### src/rtl/alu_issue.sv
// Execute-stage sequencer: registers one decoded op, holds it on the ALU for 1 or MULDIV_CYCLES
// cycles, captures result and owns the flags register; valid/ready on both sides.
module alu_issue #(
  parameter int WIDTH         = 32,
  parameter int MULDIV_CYCLES = 4
) (
  input  logic             clk,
  input  logic             rst_n,
  input  logic             in_valid,
  output logic             in_ready,
  input  logic [WIDTH-1:0] in_op1,
  input  logic [WIDTH-1:0] in_op2,
  input  logic [5:0]       in_func,
  output logic [WIDTH-1:0] alu_op1,
  output logic [WIDTH-1:0] alu_op2,
  output logic [5:0]       alu_func,
  output logic [2:0]       alu_flags_in,
  input  logic [WIDTH-1:0] alu_result,
  input  logic [2:0]       alu_flags_out,
  output logic             out_valid,
  input  logic             out_ready,
  output logic [WIDTH-1:0] out_result,
  output logic [2:0]       flags,
  input  logic             flags_clear
);

  localparam logic [5:0] F_ADD = 6'b100000;
  localparam logic [5:0] F_SUB = 6'b100010;
  localparam logic [5:0] F_MUL = 6'b011000;
  localparam logic [5:0] F_DIV = 6'b011010;
  localparam int CW = (MULDIV_CYCLES > 1) ? $clog2(MULDIV_CYCLES) : 1;

  typedef enum logic [1:0] {IDLE, EXEC, DONE} state_t;

  state_t           state_q;
  logic [CW-1:0]    cnt_q;
  logic [WIDTH-1:0] op1_q;
  logic [WIDTH-1:0] op2_q;
  logic [WIDTH-1:0] result_q;
  logic [5:0]       func_q;
  logic [2:0]       flags_q;

  logic accept;
  logic in_is_muldiv;
  logic capture;
  logic writes_flags;

  // DONE accepts a new op in the same cycle the result is taken (back-to-back).
  assign in_ready     = (state_q == IDLE) || ((state_q == DONE) && out_ready);
  assign accept       = in_valid && in_ready;
  assign in_is_muldiv = (in_func == F_MUL) || (in_func == F_DIV);
  assign capture      = (state_q == EXEC) && (cnt_q == '0);
  assign writes_flags = (func_q == F_ADD) || (func_q == F_SUB) ||
                        (func_q == F_MUL) || (func_q == F_DIV);

  always_ff @(posedge clk or negedge rst_n) begin
    if (!rst_n) begin
      state_q  <= IDLE;
      cnt_q    <= '0;
      op1_q    <= '0;
      op2_q    <= '0;
      func_q   <= '0;
      result_q <= '0;
      flags_q  <= '0;
    end else begin
      if (accept) begin
        op1_q   <= in_op1;
        op2_q   <= in_op2;
        func_q  <= in_func;
        cnt_q   <= in_is_muldiv ? CW'(MULDIV_CYCLES - 1) : '0;
        state_q <= EXEC;
      end else begin
        case (state_q)
          EXEC: begin
            if (cnt_q != '0) begin
              cnt_q <= cnt_q - CW'(1);
            end else begin
              result_q <= alu_result;
              state_q  <= DONE;
            end
          end
          DONE: begin
            if (out_ready) state_q <= IDLE;
          end
          default: ;
        endcase
      end
      // Clear wins over a flag write landing on the same edge.
      if (flags_clear) begin
        flags_q <= '0;
      end else if (capture && writes_flags) begin
        flags_q <= alu_flags_out;
      end
    end
  end

  assign alu_op1      = op1_q;
  assign alu_op2      = op2_q;
  assign alu_func     = func_q;
  assign alu_flags_in = flags_q;
  assign flags        = flags_q;
  assign out_valid    = (state_q == DONE);
  assign out_result   = result_q;

endmodule

### config.mk
export PLATFORM = sky130hd
export DESIGN_NAME = alu_issue
export DESIGN_NICKNAME = d
export VERILOG_FILES = /design/src/rtl/alu_issue.sv
export SDC_FILE = /design/constraint.sdc
export NUM_CORES = 1
export LEC_CHECK = 0
export CAP_MARGIN = 20
export CORE_MARGIN = 3
export CORE_UTILIZATION = 41
export CTS_BUF_LIST = sky130_fd_sc_hd__clkbuf_2
export DETAILED_ROUTE_END_ITERATION = 10
export MAX_ROUTING_LAYER = met4
export PLACE_DENSITY = 0.93
export SYNTH_ARGS = -nofsm -noshare
export SYNTH_HDL_FRONTEND = slang
export SYNTH_SLANG_ARGS = --single-unit
### constraint.sdc
create_clock -name clk -period 1.8 [get_ports clk]
set_input_delay 0.18 -clock clk [delete_from_list [all_inputs] [get_ports clk]]
set_output_delay 0.18 -clock clk [all_outputs]
set_load 0.005 [all_outputs]
### Word-level counts from Yosys, hierarchy flattened

Index checks and enable logic that the tools add are counted.
Widths: inputs -> output; s select.

| word-level totals | value |
|---|---|
| output and inout port bits | 110 |
| logic and storage cells | 49 |
| bits of input ports | 110 |
| memory bits (read-only) | 0 |
| memories | 0 |
| RAM bits | 0 |
| register bits after elaboration | 109 |
| bits in latches | 0 |

| cells by class | value |
|---|---|
| add/sub/neg operators | 1 |
| multiplexer cells | 10 |
| bitwise operators | 2 |
| reductions and logical operators | 19 |
| eq/ne operators | 10 |
| multipliers | 0 |
| shift operators | 0 |
| order comparisons | 0 |
| divide/modulo/power cells | 0 |

Operators by type and width:

| cell | count |
|---|---|
| $eq 6x5->1 const B | 4 |
| $mux 2 | 7 |
| $eq 6x6->1 const B | 2 |
| $reduce_bool 2->1 | 4 |
| $mux 3 | 2 |
| $reduce_and 3->1 | 2 |
| $logic_or 1x1->1 | 5 |
| $logic_and 1x1->1 | 4 |
| $logic_not 2->1 | 2 |
| $pmux 2 s2 | 1 |
| $ne 3x1->1 const B | 1 |
| $ne 3x3->1 const B | 1 |
| $reduce_bool 3->1 | 1 |
| $eq 2x1->1 const B | 1 |
| $eq 2x2->1 const B | 1 |
| $not 1->1 | 2 |
| $reduce_and 2->1 | 1 |
| $sub 2x1->2 const B | 1 |

### Depth between registers and ports, before layout

| logic depth | value |
|---|---|
| depth after elaboration | 7 |
| depth in mapped cells | 5 |
| depth with buffers taken out | 5 |

### Worst setup path before layout

Ideal clock, no wire load.

| timing path | value |
|---|---|
| path kind | register to register |
| start point | register cnt_q[0] |
| end point | register result_q[10] (netlist: out_result[10]) |
| arrival | 1,421 ps |
| buffers on the path | 1 |
| cell stages (with the launch flop) | 6 |
| required time | 1,675 ps |
| library setup time | 125 ps |
| clock period less this slack | 1,546 ps |
| path slack | 254 ps |
| path through | dfrtp_1 -> inv_1 -> ha_1 -> nand3b_1 -> buf_2 -> mux2_2 |

| on the way | value |
|---|---|
| word-level cells in the longest chain between the ends | 3 |

RTL lines:

| element | line | RTL |
|---|---|---|
| from (decl) | 36 | `logic [CW-1:0] cnt_q;` |
| from (signal assigned) | 70 | `cnt_q <= in_is_muldiv ? CW'(MULDIV_CYCLES - 1) : '0;` |
| from (signal assigned) | 76 | `cnt_q <= cnt_q - CW'(1);` |
| $reduce_bool 2->1 | 75 | `if (cnt_q != '0) begin` |
| $not 1->1 (no line) | n/a |  |
| $reduce_and 3->1 (no line) | n/a |  |
| to (signal assigned) | 78 | `result_q <= alu_result;` |
| to (decl) | 39 | `logic [WIDTH-1:0] result_q;` |

No other way between the ends.
A chain may end at the register's enable or synchronous reset.

### Final worst setup path

| timing path | value |
|---|---|
| start point | register cnt_q[0] |
| end point | register flags_q[1] (netlist: alu_flags_in[1]) |

| on the way | value |
|---|---|
| word-level cells in the longest chain between the ends | 4 |

RTL lines:

| element | line | RTL |
|---|---|---|
| $logic_not 2->1 | 52 | `assign capture = (state_q == EXEC) && (cnt_q == '0);` |
| $logic_and 1x1->1 | 52 |  |
| $logic_and 1x1->1 | 91 | `end else if (capture && writes_flags) begin` |
| $reduce_bool 2->1 (no line) | n/a |  |
| to (signal assigned) | 92 | `flags_q <= alu_flags_out;` |
| to (decl) | 41 | `logic [2:0] flags_q;` |

No other way between the ends.

==> results.tsv <==
metric	value	unit
maxCapViolations	0	
diodes	0	
fin_area	0.00684	mm^2
syn_nets	367	
antenna_found_initial	0	
yosysSeqAreaShare	64.7	%
ys.flop_type	dfrtp_1	
syn_to_final_growth	62.4	%
place_inst	602	
clock-sinks	109	
ys_async_sr_fraction	100	%
gp_congestion	0.761	
postRouteAntennaNets	0	
cts_tree	done	
clk_latency	0.54	ns
fmax	0.588	GHz
initial_core_util	42.7	%
yosysWarnings	0	
setup_viol	0	
row_count	36	
vias_per_cell	4.75	
fin_nets	601	
peakVddDrop	0.000799	V
numCtsBuffers	9	
drc	0	
startpoint_type	flip-flop	
fp.dieW	107	um
drive_gt1_share	28.7	%
cp.arrival	2.17	ns
syn_area	0.00421	mm^2
max_stage_delay	0.46	ns
critPathBufInv	2	
hold_path.class	input pin to asynchronous set/reset pin	
drt-initial-drc-count	90	
via_count	2985	
core_area	0.00986	mm^2
synth_seq_cells	109	
grt_pass1_vias	3406	
status	complete, no violations	
clk_pin_slew_worst_paths	0.30	ns
worstMarginPinSlew	0.450	ns
ys_types	20	
pin_count	220	
synth_common_cells	dfrtp_1, mux2_2, buf_4	
syn_area_per_cell	16.5	um^2
crit_type	flip-flop to flip-flop	
critPathRequiredTime	2.27	ns
path_cells	inv_1, ha_1, nand3b_1, buf_12, a2111oi_4, mux2i_1	
finalPower	0.0110	W
post_drt_wl_per_cell	17.5	um
final_max_slew_viol_count	0	
powerDensity	1610	mW/mm^2
yosysMostFrequentCell	dfrtp_1	
finalCriticalPeriod	1.70	ns
synth_largest_area_cell	dfrtp_1	
worstPathMaxFanout	31	
grt_pass1_wl	16800	um
cp-end-kind	flip-flop	
grt_setup_unrepaired	yes	
wirelength	11000	um
netlist.area_leader.share	64.7	%
synth_edf_count	0	
h-tree-depth	3	
power.leakage	2.86	nW
synth.area.top_cells	dfrtp_1, mux2_2, buf_4	
chipHeight	107	um
postSynthCellCount	256	
slew_headroom	70.0	%
hold_viol	0	
ctsRootBufferMaster	clkbuf_2	
drt-pass1-iter-count	4	
track_usage	19.4	%
io_buffers	219	
clock_path_buffers	2	
period_share	94.5	%
die-area	0.0115	mm^2
gr-total-overflow	0	
r2r_cells	6	
grt_max_degree	57	
crit_cells	6	
dpl_cell_area	0.00658	mm^2
slowest_stage	dfrtp_1	
critPathTopFamily	flip-flops	
dp_hpwl	8280	um
fin_skew	0.0238	ns
final_cells	628	
==> worst reg2reg max path: stages (launching register included) <==
cell,delay [ns]
dfrtp_1,0.46
inv_1,0.06
ha_1,0.18
nand3b_1,0.14
buf_12,0.20
a2111oi_4,0.35
mux2i_1,0.24
==> worst paths after layout <==
| kind | startpoint | end | slack, ns |
|---|---|---|---|
| setup / recovery | cnt_q[0] | alu_flags_in[1] | 0.1 |
| hold / removal | rst_n | alu_op1[2] | 0.06 |
| setup reg to reg | cnt_q[0] | alu_flags_in[1] | 0.1 |
| hold reg to reg | alu_op2[8] | alu_op2[8] | 0.54 |
| max in group asynchronous | rst_n | alu_flags_in[1] | 1.07 |
| min in group clk | alu_flags_out[0] | alu_flags_in[0] | 0.20 |
==> logic make-up (layout without fill, tap and decap cells) <==
family	count (synthesis)	after routing	share of synthesized area [%]
adder cells (fa/ha/maj)	1	1	0.297
XOR/XNOR	1	1	0.208
flip-flops	109	109	64.7
buffers and inverters	18	257	2.61
AO/OA/AOI/OAI	4	4	1.13
AND/OR/NAND/NOR	15	15	2.29
multiplexers	108	108	28.7
==> stage by stage <==
| stage | utilization, % | setup TNS [ns] | hold WS [ns] | worst slack (ns) |
|---|---|---|---|---|
| floorplan | - | 0 | -0.116 | 0.254 |
| global placement | 66.7 | -0.0758 | 0.145 | -0.00557 |
| detailed placement | 66.7 | -1.72 | 0.162 | -0.0474 |
| finish | 69.4 | 0 | 0.0605 | 0.0989 |
| global route | 69.4 | -0.0359 | 0.0151 | -0.0252 |
| CTS | 69.0 | 0 | 0.00631 | 0.00199 |
==> cell type report <==
class,count,area [um^2]
clock buffer,9,45.0
clock inverter,7,123
fill,687,3020
inverter,4,15.0
multi-input combinational,129,1390
sequential,109,2730
tap,133,166
timing repair buffer,237,2370
==> placed cells by master, fill, tap and decap left out <==
cell type	synthesis	final
or4_1	1	1
dfrtp_1	109	107
bufinv_16	0	3
nor3b_1	1	1
clkinv_1	0	1
dlymetal6s2s_1	0	4
nand2_1	1	1
dlygate4sd3_1	0	1
buf_4	10	15
nor2b_1	1	1
mux2i_1	5	5
a21oi_2	0	1
clkinv_4	0	2
buf_12	0	3
inv_8	0	1
ha_1	1	1
nor2_1	2	2
nand3b_1	2	2
xnor2_1	1	1
mux2_2	103	103
nand2b_1	6	6
clkdlybuf4s50_1	0	212
dlygate4sd2_1	0	2
a21o_1	1	1
a211oi_4	0	1
clkbuf_2	0	9
inv_1	4	4
a2111oi_4	1	1
or3b_4	1	1
dfrtp_2	0	2
==> registers in the layout (all words and copies together) (netlist names) <==
| name | cells |
|---|---|
| alu_op1 | 32 |
| alu_op2 | 32 |
| out_result | 32 |
| alu_func | 6 |
| alu_flags_in | 3 |
| cnt_q | 2 |
| state_q | 2 |
==> timing repair <==
| item | 4_1_cts | 5_1_grt |
|---|---|---|
| hold buffers | 1 | 0 |
| setup endpoints to repair | 3 | 10 |
| pin swaps | 0 | 0 |
| endpoints found under the hold margin | 109 | 0 |
| resized for setup | 5 | 4 |
| setup buffers | 5 | 4 |
==> layer usage <==
| metal | track usage, % | part of all wire, % | vias to the layer above | routed length (um) |
|---|---|---|---|---|
| met4 | 7.39 | 1.8 | 0 | 195 |
| li1 | - | - | 1359 | - |
| met2 | 35.1 | 54 | 144 | 5910 |
| met5 | - | 0 | - | 0 |
| met1 | 20.7 | 37 | 1467 | 4050 |
| met3 | 4.20 | 7.6 | 15 | 839 |
==> power breakdown <==
| group | switching, W | internal (W) | leakage [nW] |
|---|---|---|---|
| sequential | 0.000690 | 0.00367 | 1.29 |
| combinational | 0.00159 | 0.00366 | 1.47 |
| clock | 0.000810 | 0.000610 | 0.0956 |
| total | 0.00309 | 0.00794 | 2.86 |
Power figures use the tool's default switching activity.
